[config.mk]
export PLATFORM = sky130hd
export DESIGN_NAME = dac_frame_scheduler
export DESIGN_NICKNAME = d
export VERILOG_FILES = /design/src/rtl/dac_pkg.sv /design/src/rtl/dac_bit_clk_div.sv /design/src/rtl/dac_frame_scheduler.sv
export SDC_FILE = /design/constraint.sdc
export NUM_CORES = 1
export LEC_CHECK = 0
export BUFFER_PORTS_ARGS = -buffer_cell sky130_fd_sc_hd__buf_2
export CORE_MARGIN = 5
export CORE_UTILIZATION = 40
export CTS_CLUSTER_DIAMETER = 30
export DETAILED_ROUTE_END_ITERATION = 16
export HOLD_SLACK_MARGIN = 0.12
export PLACE_DENSITY = 0.56
export SLEW_MARGIN = 20
export SYNTH_ARGS = -nofsm -noshare
export SYNTH_HDL_FRONTEND = slang
export SYNTH_SLANG_ARGS = --single-unit
[constraint.sdc]
create_clock -name clk_selected -period 3.95 [get_ports clk_selected]
set_input_delay 0.395 -clock clk_selected [delete_from_list [all_inputs] [get_ports clk_selected]]
set_output_delay 0.395 -clock clk_selected [all_outputs]
set_load 0.05 [all_outputs]
[src/rtl/dac_pkg.sv]
// Shared types and constants for the PMOD-DA2 frame path: frame state encoding,
// pmod_io bit positions and the idle line levels.
package dac_pkg;

  typedef enum logic [1:0] {
    IDLE,
    GAP,
    LOAD,
    SHIFT
  } dac_frame_state_t;

  localparam int PMOD_SCLK = 3;
  localparam int PMOD_DINB = 2;
  localparam int PMOD_DINA = 1;
  localparam int PMOD_SYNC = 0;

  localparam logic [3:0] PMOD_IDLE = 4'b1001;

  // Terminal count of the bit-clock divider for a given clkdiv setting.
  function automatic logic [15:0] div_limit(input logic [3:0] clkdiv);
    return (16'd1 << clkdiv) - 16'd1;
  endfunction

  function automatic logic [3:0] pmod_pack(input logic sclk, input logic dinb,
                                           input logic dina, input logic sync);
    logic [3:0] w;
    w            = '0;
    w[PMOD_SCLK] = sclk;
    w[PMOD_DINB] = dinb;
    w[PMOD_DINA] = dina;
    w[PMOD_SYNC] = sync;
    return w;
  endfunction

endpackage

[src/rtl/dac_bit_clk_div.sv]
// Bit-clock tick generator: one tick every 2^clkdiv cycles. A new clkdiv is only
// adopted when the count clears, so a running period is never cut short.
module dac_bit_clk_div
  import dac_pkg::*;
(
  input  logic       clk,
  input  logic       reset,
  input  logic       clear,
  input  logic [3:0] clkdiv,
  output logic       tick
);

  logic [15:0] count_reg;
  logic [3:0]  div_reg;

  assign tick = !clear && (count_reg == div_limit(div_reg));

  always_ff @(posedge clk) begin
    if (reset || clear || tick) begin
      count_reg <= '0;
      div_reg   <= clkdiv;
    end else begin
      count_reg <= count_reg + 16'd1;
    end
  end

endmodule

[src/rtl/dac_frame_scheduler.sv]
// PMOD-DA2 frame sequencer: GAP (SYNC high) -> LOAD (one-cycle sample request) ->
// SHIFT (16 bits per channel, MSB first). Optional DAC_UNDERFLOW_COUNT_EN adds underflow_count.
module dac_frame_scheduler
  import dac_pkg::*;
#(
  parameter int IDLE_BITS = 4,
  parameter int WORD_BITS = 16
) (
  input  logic        clk_selected,
  input  logic        reset,
  input  logic        enable,
  input  logic [3:0]  clkdiv,
  input  logic        mute_on_underflow,
  input  logic [31:0] sample_data,
  input  logic        sample_valid,
  output logic        sample_ready,
  output logic [3:0]  pmod_io,
  output logic        frame_start,
  output logic        underflow
`ifdef DAC_UNDERFLOW_COUNT_EN
  ,
  output logic [15:0] underflow_count
`endif
);

  localparam logic [3:0] GAP_LAST = 4'(IDLE_BITS - 1);
  localparam logic [3:0] LAST_BIT = 4'(WORD_BITS - 1);

  dac_frame_state_t state_reg;
  logic [3:0]  pmod_reg;
  logic        sample_ready_reg;
  logic        frame_start_reg;
  logic        underflow_reg;
  logic [3:0]  bit_idx_reg;
  logic [3:0]  gap_cnt_reg;
  logic [15:0] left_reg;
  logic [15:0] right_reg;
  logic [31:0] last_reg;
  logic [31:0] load_data;
  logic        div_clear;
  logic        tick;

  // The divider is held at zero in LOAD so the frame gains exactly one cycle there.
  assign div_clear = (state_reg == IDLE) || (state_reg == LOAD);

  dac_bit_clk_div u_div (
    .clk    (clk_selected),
    .reset  (reset),
    .clear  (div_clear),
    .clkdiv (clkdiv),
    .tick   (tick)
  );

  always_comb begin
    load_data = sample_valid ? sample_data : (mute_on_underflow ? 32'd0 : last_reg);
  end

  always_ff @(posedge clk_selected) begin
    if (reset) begin
      state_reg        <= IDLE;
      pmod_reg         <= PMOD_IDLE;
      sample_ready_reg <= 1'b0;
      frame_start_reg  <= 1'b0;
      underflow_reg    <= 1'b0;
      bit_idx_reg      <= LAST_BIT;
      gap_cnt_reg      <= '0;
      left_reg         <= '0;
      right_reg        <= '0;
      last_reg         <= '0;
    end else begin
      sample_ready_reg <= 1'b0;
      frame_start_reg  <= 1'b0;
      underflow_reg    <= 1'b0;
      if (!enable) begin
        state_reg   <= IDLE;
        pmod_reg    <= PMOD_IDLE;
        gap_cnt_reg <= '0;
      end else begin
        case (state_reg)
          IDLE: begin
            state_reg   <= GAP;
            gap_cnt_reg <= '0;
          end
          GAP: begin
            if (tick) begin
              pmod_reg[PMOD_SCLK] <= ~pmod_reg[PMOD_SCLK];
              // A gap bit period ends on the tick that brings SCLK back high.
              if (!pmod_reg[PMOD_SCLK]) begin
                if (gap_cnt_reg == GAP_LAST) begin
                  state_reg        <= LOAD;
                  sample_ready_reg <= 1'b1;
                  frame_start_reg  <= 1'b1;
                  gap_cnt_reg      <= '0;
                end else begin
                  gap_cnt_reg <= gap_cnt_reg + 4'd1;
                end
              end
            end
          end
          LOAD: begin
            left_reg    <= load_data[31:16];
            right_reg   <= load_data[15:0];
            bit_idx_reg <= LAST_BIT;
            if (sample_valid) begin
              last_reg <= sample_data;
            end else begin
              underflow_reg <= 1'b1;
            end
            pmod_reg  <= pmod_pack(1'b1, load_data[15], load_data[31], 1'b0);
            state_reg <= SHIFT;
          end
          SHIFT: begin
            if (tick) begin
              if (pmod_reg[PMOD_SCLK]) begin
                pmod_reg[PMOD_SCLK] <= 1'b0;
              end else if (bit_idx_reg == 4'd0) begin
                state_reg   <= GAP;
                pmod_reg    <= PMOD_IDLE;
                gap_cnt_reg <= '0;
              end else begin
                bit_idx_reg <= bit_idx_reg - 4'd1;
                pmod_reg    <= pmod_pack(1'b1, right_reg[bit_idx_reg - 4'd1],
                                         left_reg[bit_idx_reg - 4'd1], 1'b0);
              end
            end
          end
          default: state_reg <= IDLE;
        endcase
      end
    end
  end

`ifdef DAC_UNDERFLOW_COUNT_EN
  logic [15:0] uf_count_reg;

  always_ff @(posedge clk_selected) begin
    if (reset) begin
      uf_count_reg <= '0;
    end else if (underflow_reg && (uf_count_reg != 16'hFFFF)) begin
      uf_count_reg <= uf_count_reg + 16'd1;
    end
  end

  assign underflow_count = uf_count_reg;
`endif

  assign pmod_io      = pmod_reg;
  assign sample_ready = sample_ready_reg;
  assign frame_start  = frame_start_reg;
  assign underflow    = underflow_reg;

endmodule

==> metrics.md, run 1 <==
| Metric | Value |
|---|---|
| Initial DRT Pass Iterations | 4 |
| Clk slew on worst S/H paths | 60 ps |
| Top FF cell, synth | dfxtp_1 |
| Vias in the first global route | 4,316 |
| Final period util | 91.70% |
| Port Buf Inserts | 47 |
| Critical Path Start Type | register |
| Half-perimeter wire length after placement | 8.554 mm |
| Cell count after synthesis | 635 |
| Diodes inserted | 0 |
| Final setup viols | 0 |
| Commonest non-fill, non-tap cell in the layout | dfxtp_1 |
| Die Area | 15,460 um^2 |
| Area Overhead vs Synth | 11.13% |
| Initial DRC Count | 252 |
| Vias per Instance | 5.384 |
| Worst skew pair latency | 350 ps |
| Critical Path RT | 4180 ps |
| Die Y | 124.3 um |
| I/O Pins | 48 |
| CTS Buf Count | 9 |
| Initial Util | 41.10% |
| Post-Syn Nets | 685 |
| Post-synthesis async set-or-reset flop share | 0% |
| Post_cts resized | 0 |
| Initial antenna violation count | 1 |
| Bufs on Longest Clock Path | 2 |
| Nature of the critical path endpoint | register |
| Clock Skew | 5.558 ps |
| Core Rows | 41 |
| Power, Total | 2045 uW |
| Slew @ Worst Pin | 743.6 ps |
| Via count | 4,474 |
| VDD IR max | 0.0001842 V |
| RSZ-0062 raised after global routing | no |
| Per-cell routed wire length | 15.00 um |
| Crit-path max FO | 21 |
| Pin count of the biggest net entering global routing | 54 |
| Final Hold Fails | 0 |
| Slew headroom | 50.43% |
| Warnings, synthesis | 0 |
| Final Max Slew Viols | 0 |
| Type of the worst min-delay path | in2reg |
| LEAKAGE | 0.001988 uW |
| EDFF count, synth | 4 |
| Clock Tree Root | clkbuf_16 |
| Status | finished, final reports clean |
| Period minus WS final | 3622 ps |
| Hold-fix buffers at CTS | 0 |
| GRT Util Overall | 16.18% |
| Sinks on Clock Net | 100 |
| Worst Path Arrival | 3850 ps |
| Core area | 12,720 um^2 |
| Commonest non-fill, non-tap cells in the layout | 96 x dfxtp_1, 84 x nand2_1, 63 x nor2_1 |
| Max Cap Viol | 0 |
| Crit path kind | reg2reg |
| Post-synthesis cell type count | 56 |
| Fmax | 0.2761 GHz |
| Global-route wire length before repair | 21.05 mm |
| Placer Congestion | 0.8311 |
| Gr ovfl total | 0 |
| Drt total wl | 12.46 mm |
| Die W | 124.3 um |
| Detailed-route DRC error count | 0 |
| Synthesized area | 5229 um^2 |
| Share of cells above drive strength 1 | 14.11% |
| Post-synthesis sequential area ratio | 39.05% |
| Final TNS setup | 0 ps |
| Max H-tree Level | 3 |
| Pwr Density | 351.9 nW/um^2 |
| Synth Register Bits | 100 |
| Syn avg cell area | 8.234 um^2 |
| Max reg flops | 32 |
| Antenna viol nets, final | 0 |
| CTS tree | built |
| NumNets Final | 704 |
| Post-CTS Setup Repair Bufs | 0 |
[critical path, stage by stage, from the launching register on]
cell and delay, ps:
edfxtp_1 400, nor2_2 260, nand3b_1 120, ha_1 430, nor4bb_1 400, o211ai_1 150
a32o_1 280, or4_1 590, or3_1 450, mux2i_1 140, or2_2 280
[final timing paths]
kind / startpoint / endpoint / slack (ps) / cells after the start
hold / removal: clkdiv[0] / u_div.div_reg[0] / 230 / 1
setup / recovery: u_div.div_reg[1] / bit_idx_reg[1] / 330 / 10
setup reg to reg: u_div.div_reg[1] / bit_idx_reg[1] / 330 / 10
hold reg to reg: last_reg[5] / last_reg[5] / 450 / 2
[cells in the mapped netlist (9+ instances only)]
cell type  instances  area [um^2]
dfxtp_1           96         1922
nand2_1           84        315.3
nor2_1            64        240.2
a21oi_1           50        250.2
nor3_1            40        200.2
clkbuf_1          36        135.1
nor3b_1           34        255.2
a211oi_1          33        247.7
nand3_1           20        100.1
xor2_1            15        131.4
and3_1            10        62.56
inv_1             10        37.54
mux4_2            10        225.2
xnor2_1           10        87.58
ha_1               9        112.6
o21ai_0            9        45.04
[where the power goes]
group | switching (uW) | internal, uW
Combinational | 127 | 78.3
Sequential | 12.2 | 1030
Clock | 372 | 424
[metrics by stage]
step / utilization (%) / instances / instance area [um^2] / setup WS (ps) / hold WS, ps
after detailed placement: 43.60 / 815 / 5547 / 222.5 / 441.8
final: 45.67 / 831 / 5811 / 327.7 / 225.3
after floorplan: - / 635 / 5229 / 284.4 / 431.5
after global placement: 43.60 / 815 / 5547 / 266.9 / 436.5
after global routing: 45.67 / 831 / 5811 / 77.61 / 217.2
after CTS: 45.65 / 831 / 5808 / 204.9 / 210.1
[layout make-up]
type,instances,area [um^2]
inverter,10,37.54
fill,1337,6912
clock buffer,11,232.7
clock inverter,5,28.78
timing repair buffer,63,355.3
sequential,100,2042
tap,172,215.2
multi-input combinational,470,2899
[kinds of logic after synthesis]
family / count (synthesis) / share of synthesized area (%)
AOI/OAI and AO/OA: 126 / 15.58
xor gates and xnor gates: 25 / 4.188
adders and majority gates: 9 / 2.154
buffers and inverters: 65 / 5.552
DFF: 100 / 39.05
muxes: 15 / 5.265
and+or+nand+nor: 295 / 28.21
[layer usage]
| metal | track usage (%) | up-vias | wire, um | part of all wire, % |
|---|---|---|---|---|
| li1 | - | 2284 | - | - |
| met1 | 20.55 | 2102 | 5696 | 46 |
| met2 | 27.26 | 73 | 6063 | 49 |
| met3 | 3.774 | 13 | 538 | 4.3 |
| met4 | 4.965 | 2 | 152 | 1.2 |
| met5 | 0 | - | 13 | 0.10 |
Note: power is estimated with default switching activity, not from simulation.
==> inputs of run 2 (changes only) <==
Settings changed: CORE_ASPECT_RATIO set to 1.5.
Clock period 3.95 ns to 4.4 ns, I/O delays scaled along.
==> run 2 against run 1 <==
Against the previous run: cell count shrank 2.4%; worst hold slack better by 45 ps; cell area grew 0.32%; power down 0.37%; clock skew is 5.4 ps higher; utilization is 0.45 points lower; via count grew 1.6%; combinational power shrank 13%; clock-buffer cell count is 1 lower; sequential power down 9.6%; flip-flop and latch count unchanged; worst setup slack improved by 68 ps; critical path type unchanged.
==> metrics.md, run 2 (synthesis results as in run 1) <==
| Metric | Value |
|---|---|
| Status | finished, final reports clean |
| Initial Util | 40.56% |
| Per-cell routed wire length | 15.64 um |
| Reg power frac | 46.1% |
| Filler cell count | 1,281 |
| Net Sw Power | 472.4 uW |
| Initial antenna violation count | 0 |
| Reg-to-reg endpoint | bit_idx_reg[1] |
| FF-to-FF setup slack | 400 ps |
| Slew @ Worst Pin | 764.7 ps |
| Max reg flops | 32 |
| Hold_sp | clkdiv[2] |
| I/O Pins | 48 |
| Sinks on Clock Net | 100 |
| Clock group share of total power | 45.1% |
| CTS Buf Count | 9 |
| Global-route wire length before repair | 21.33 mm |
| Final TNS setup | 0 ps |
| Port Buf Inserts | 47 |
| Switching Fraction | 23.19% |
| Bufs on Longest Clock Path | 2 |
| Worst path bufs/invs | 0 |
| Crit path kind | reg2reg |
| Pwr Density | 349.5 nW/um^2 |
| Die W | 103.4 um |
| CP max stage cell | or4_1 |
| Post_cts resized | 0 |
| Share of cells above drive strength 1 | 13.36% |
| Clock Skew | 10.95 ps |
| Gr ovfl total | 0 |
| GRT Util Overall | 17.26% |
| Clk slew on worst S/H paths | 70 ps |
| Core area | 12,890 um^2 |
| Period minus WS final | 4004 ps |
| Crit-path max FO | 21 |
| Int Pwr | 1565 uW |
| Crit path max-delay family | simple AND/OR/NAND/NOR gates |
| Antenna viol nets, final | 0 |
| Core Rows | 51 |
| Detailed-route DRC error count | 0 |
| Initial DRC Count | 196 |
| Reg2reg start | u_div.div_reg[0] |
| Nature of the critical path endpoint | register |
| Via count | 4,547 |
| Pin count of the biggest net entering global routing | 73 |
| LEAKAGE | 0.001993 uW |
| Slew headroom | 49.02% |
| Placer Congestion | 0.8489 |
| Critical Path Start Type | register |
| Max H-tree Level | 3 |
| Vias per Instance | 5.607 |
| Clock Tree Root | clkbuf_16 |
| Die Y | 150.0 um |
| Final Max Slew Viols | 0 |
| CP peak stage delay | 700 ps |
| CTS tree | built |
| WHS Path Cells | 1 |
| Gate power share | 8.8% |
| Area taken by multi-input logic gates | 2899 um^2 |
| VDD IR max | 0.0001805 V |
| Worst skew pair latency | 340 ps |
| Worst Reg-to-Reg Cells | 10 |
| NumNets Final | 697 |
| Initial DRT Pass Iterations | 4 |
| Drt total wl | 12.69 mm |
| Commonest non-fill, non-tap cells in the layout | 96 x dfxtp_1, 83 x nand2_1, 64 x nor2_1 |
| Post-CTS Setup Repair Bufs | 0 |
| Type of the worst min-delay path | in2reg |
| Final period util | 91.00% |
| Final setup viols | 0 |
| Commonest non-fill, non-tap cell in the layout | dfxtp_1 |
| Worst Hold End | u_div.div_reg[2] |
| Hold-fix buffers at CTS | 0 |
| Fmax | 0.2497 GHz |
| CP Cell Sequence | nor2_2 > nand2_1 > ha_1 > nor4bb_1 > o211ai_1 > a32o_1 > or4_1 > or3_1 > mux2i_1 > or2_2 |
| Max Cap Viol | 0 |
| Seq. cell area | 2042 um^2 |
| Die Area | 15,510 um^2 |
| Half-perimeter wire length after placement | 8.901 mm |
| Vias in the first global route | 4,446 |
| Worst Path Arrival | 4230 ps |
| RSZ-0062 raised after global routing | no |
| Critical Path RT | 4630 ps |
| Final core occ | 45.22% |
| Final Hold Fails | 0 |
| Area Overhead vs Synth | 11.49% |
==> run 2: cell count changes in the layout (fill, tap and decap cells not counted), sizes merged <==
| cell | previous run | this run |
|---|---|---|
| buf | 63 | 56 |
| clkinv | 5 | 0 |
| bufinv | 0 | 3 |
| inv | 10 | 12 |
| clkbuf | 11 | 10 |
| diode | 0 | 1 |
==> run 2: worst max path at each step <==
| stage | slack [ps] | to | start | cells past startpoint |
|---|---|---|---|---|
| 2_1_floorplan | 730 | bit_idx_reg[1] | u_div.div_reg[3] | 15 |
| 3_3_place_gp | 580 | bit_idx_reg[3] | u_div.div_reg[0] | 11 |
| 3_5_place_dp | 430 | bit_idx_reg[1] | u_div.div_reg[0] | 10 |
| 4_1_cts | 420 | bit_idx_reg[1] | u_div.div_reg[0] | 10 |
| 5_1_grt | 190 | bit_idx_reg[3] | u_div.div_reg[0] | 11 |
| 6_report | 400 | bit_idx_reg[1] | u_div.div_reg[0] | 10 |
==> run 2: through the flow <==
| step | cells | hold slack [ps] | setup WS [ps] | cell area [um^2] | total power, uW |
|---|---|---|---|---|---|
| after global routing | 810 | 258.4 | 189.1 | 5827 | 2120 |
| after floorplan | 635 | 431.5 | 734.4 | 5229 | 1086 |
| after detailed placement | 795 | 442.0 | 431.7 | 5480 | 1140 |
| final | 811 | 270.7 | 395.8 | 5829 | 2037 |
| after global placement | 795 | 436.5 | 575.4 | 5478 | 1137 |
| after CTS | 810 | 258.6 | 424.5 | 5827 | 2061 |
==> run 2: power groups by stage <==
| stage | clock network (uW) | logic (uW) | registers (uW) |
|---|---|---|---|
| 2_1_floorplan | 0 | 131 | 956 |
| 3_3_place_gp | 0 | 177 | 960 |
| 3_5_place_dp | 0 | 179 | 961 |
| 4_1_cts | 942 | 179 | 940 |
| 5_1_grt | 978 | 200 | 942 |
| 6_report | 919 | 179 | 940 |
==> run 2: worst reg2reg max path: cells and delay by family (launching register included) <==
kind / cells / cell delay [ps]
and+or+nand+nor: 6 / 2260
DFF: 1 / 580
AOI/OAI and AO/OA: 2 / 460
adders and majority gates: 1 / 450
muxes: 1 / 150
==> run 2: final cells by class <==
| type | instances | area share, % |
|---|---|---|
| multi-input cells | 470 | 49.73 |
| flip-flops and latches | 100 | 35.03 |
| repair buffers | 56 | 5.194 |
| clock buffers | 10 | 4.100 |
| well taps | 159 | 3.413 |
| clock inverters | 5 | 1.846 |
| inverters | 10 | 0.6439 |
| diodes | 1 | 0.04293 |
==> run 2: layer usage <==
metal / up-vias / track usage [%] / routed length [um]
li1: 2272 / - / -
met2: 86 / 30.49 / 6709
met1: 2157 / 20.03 / 5281
met5: - / 0 / 0
met3: 32 / 2.845 / 325
met4: 0 / 7.453 / 371
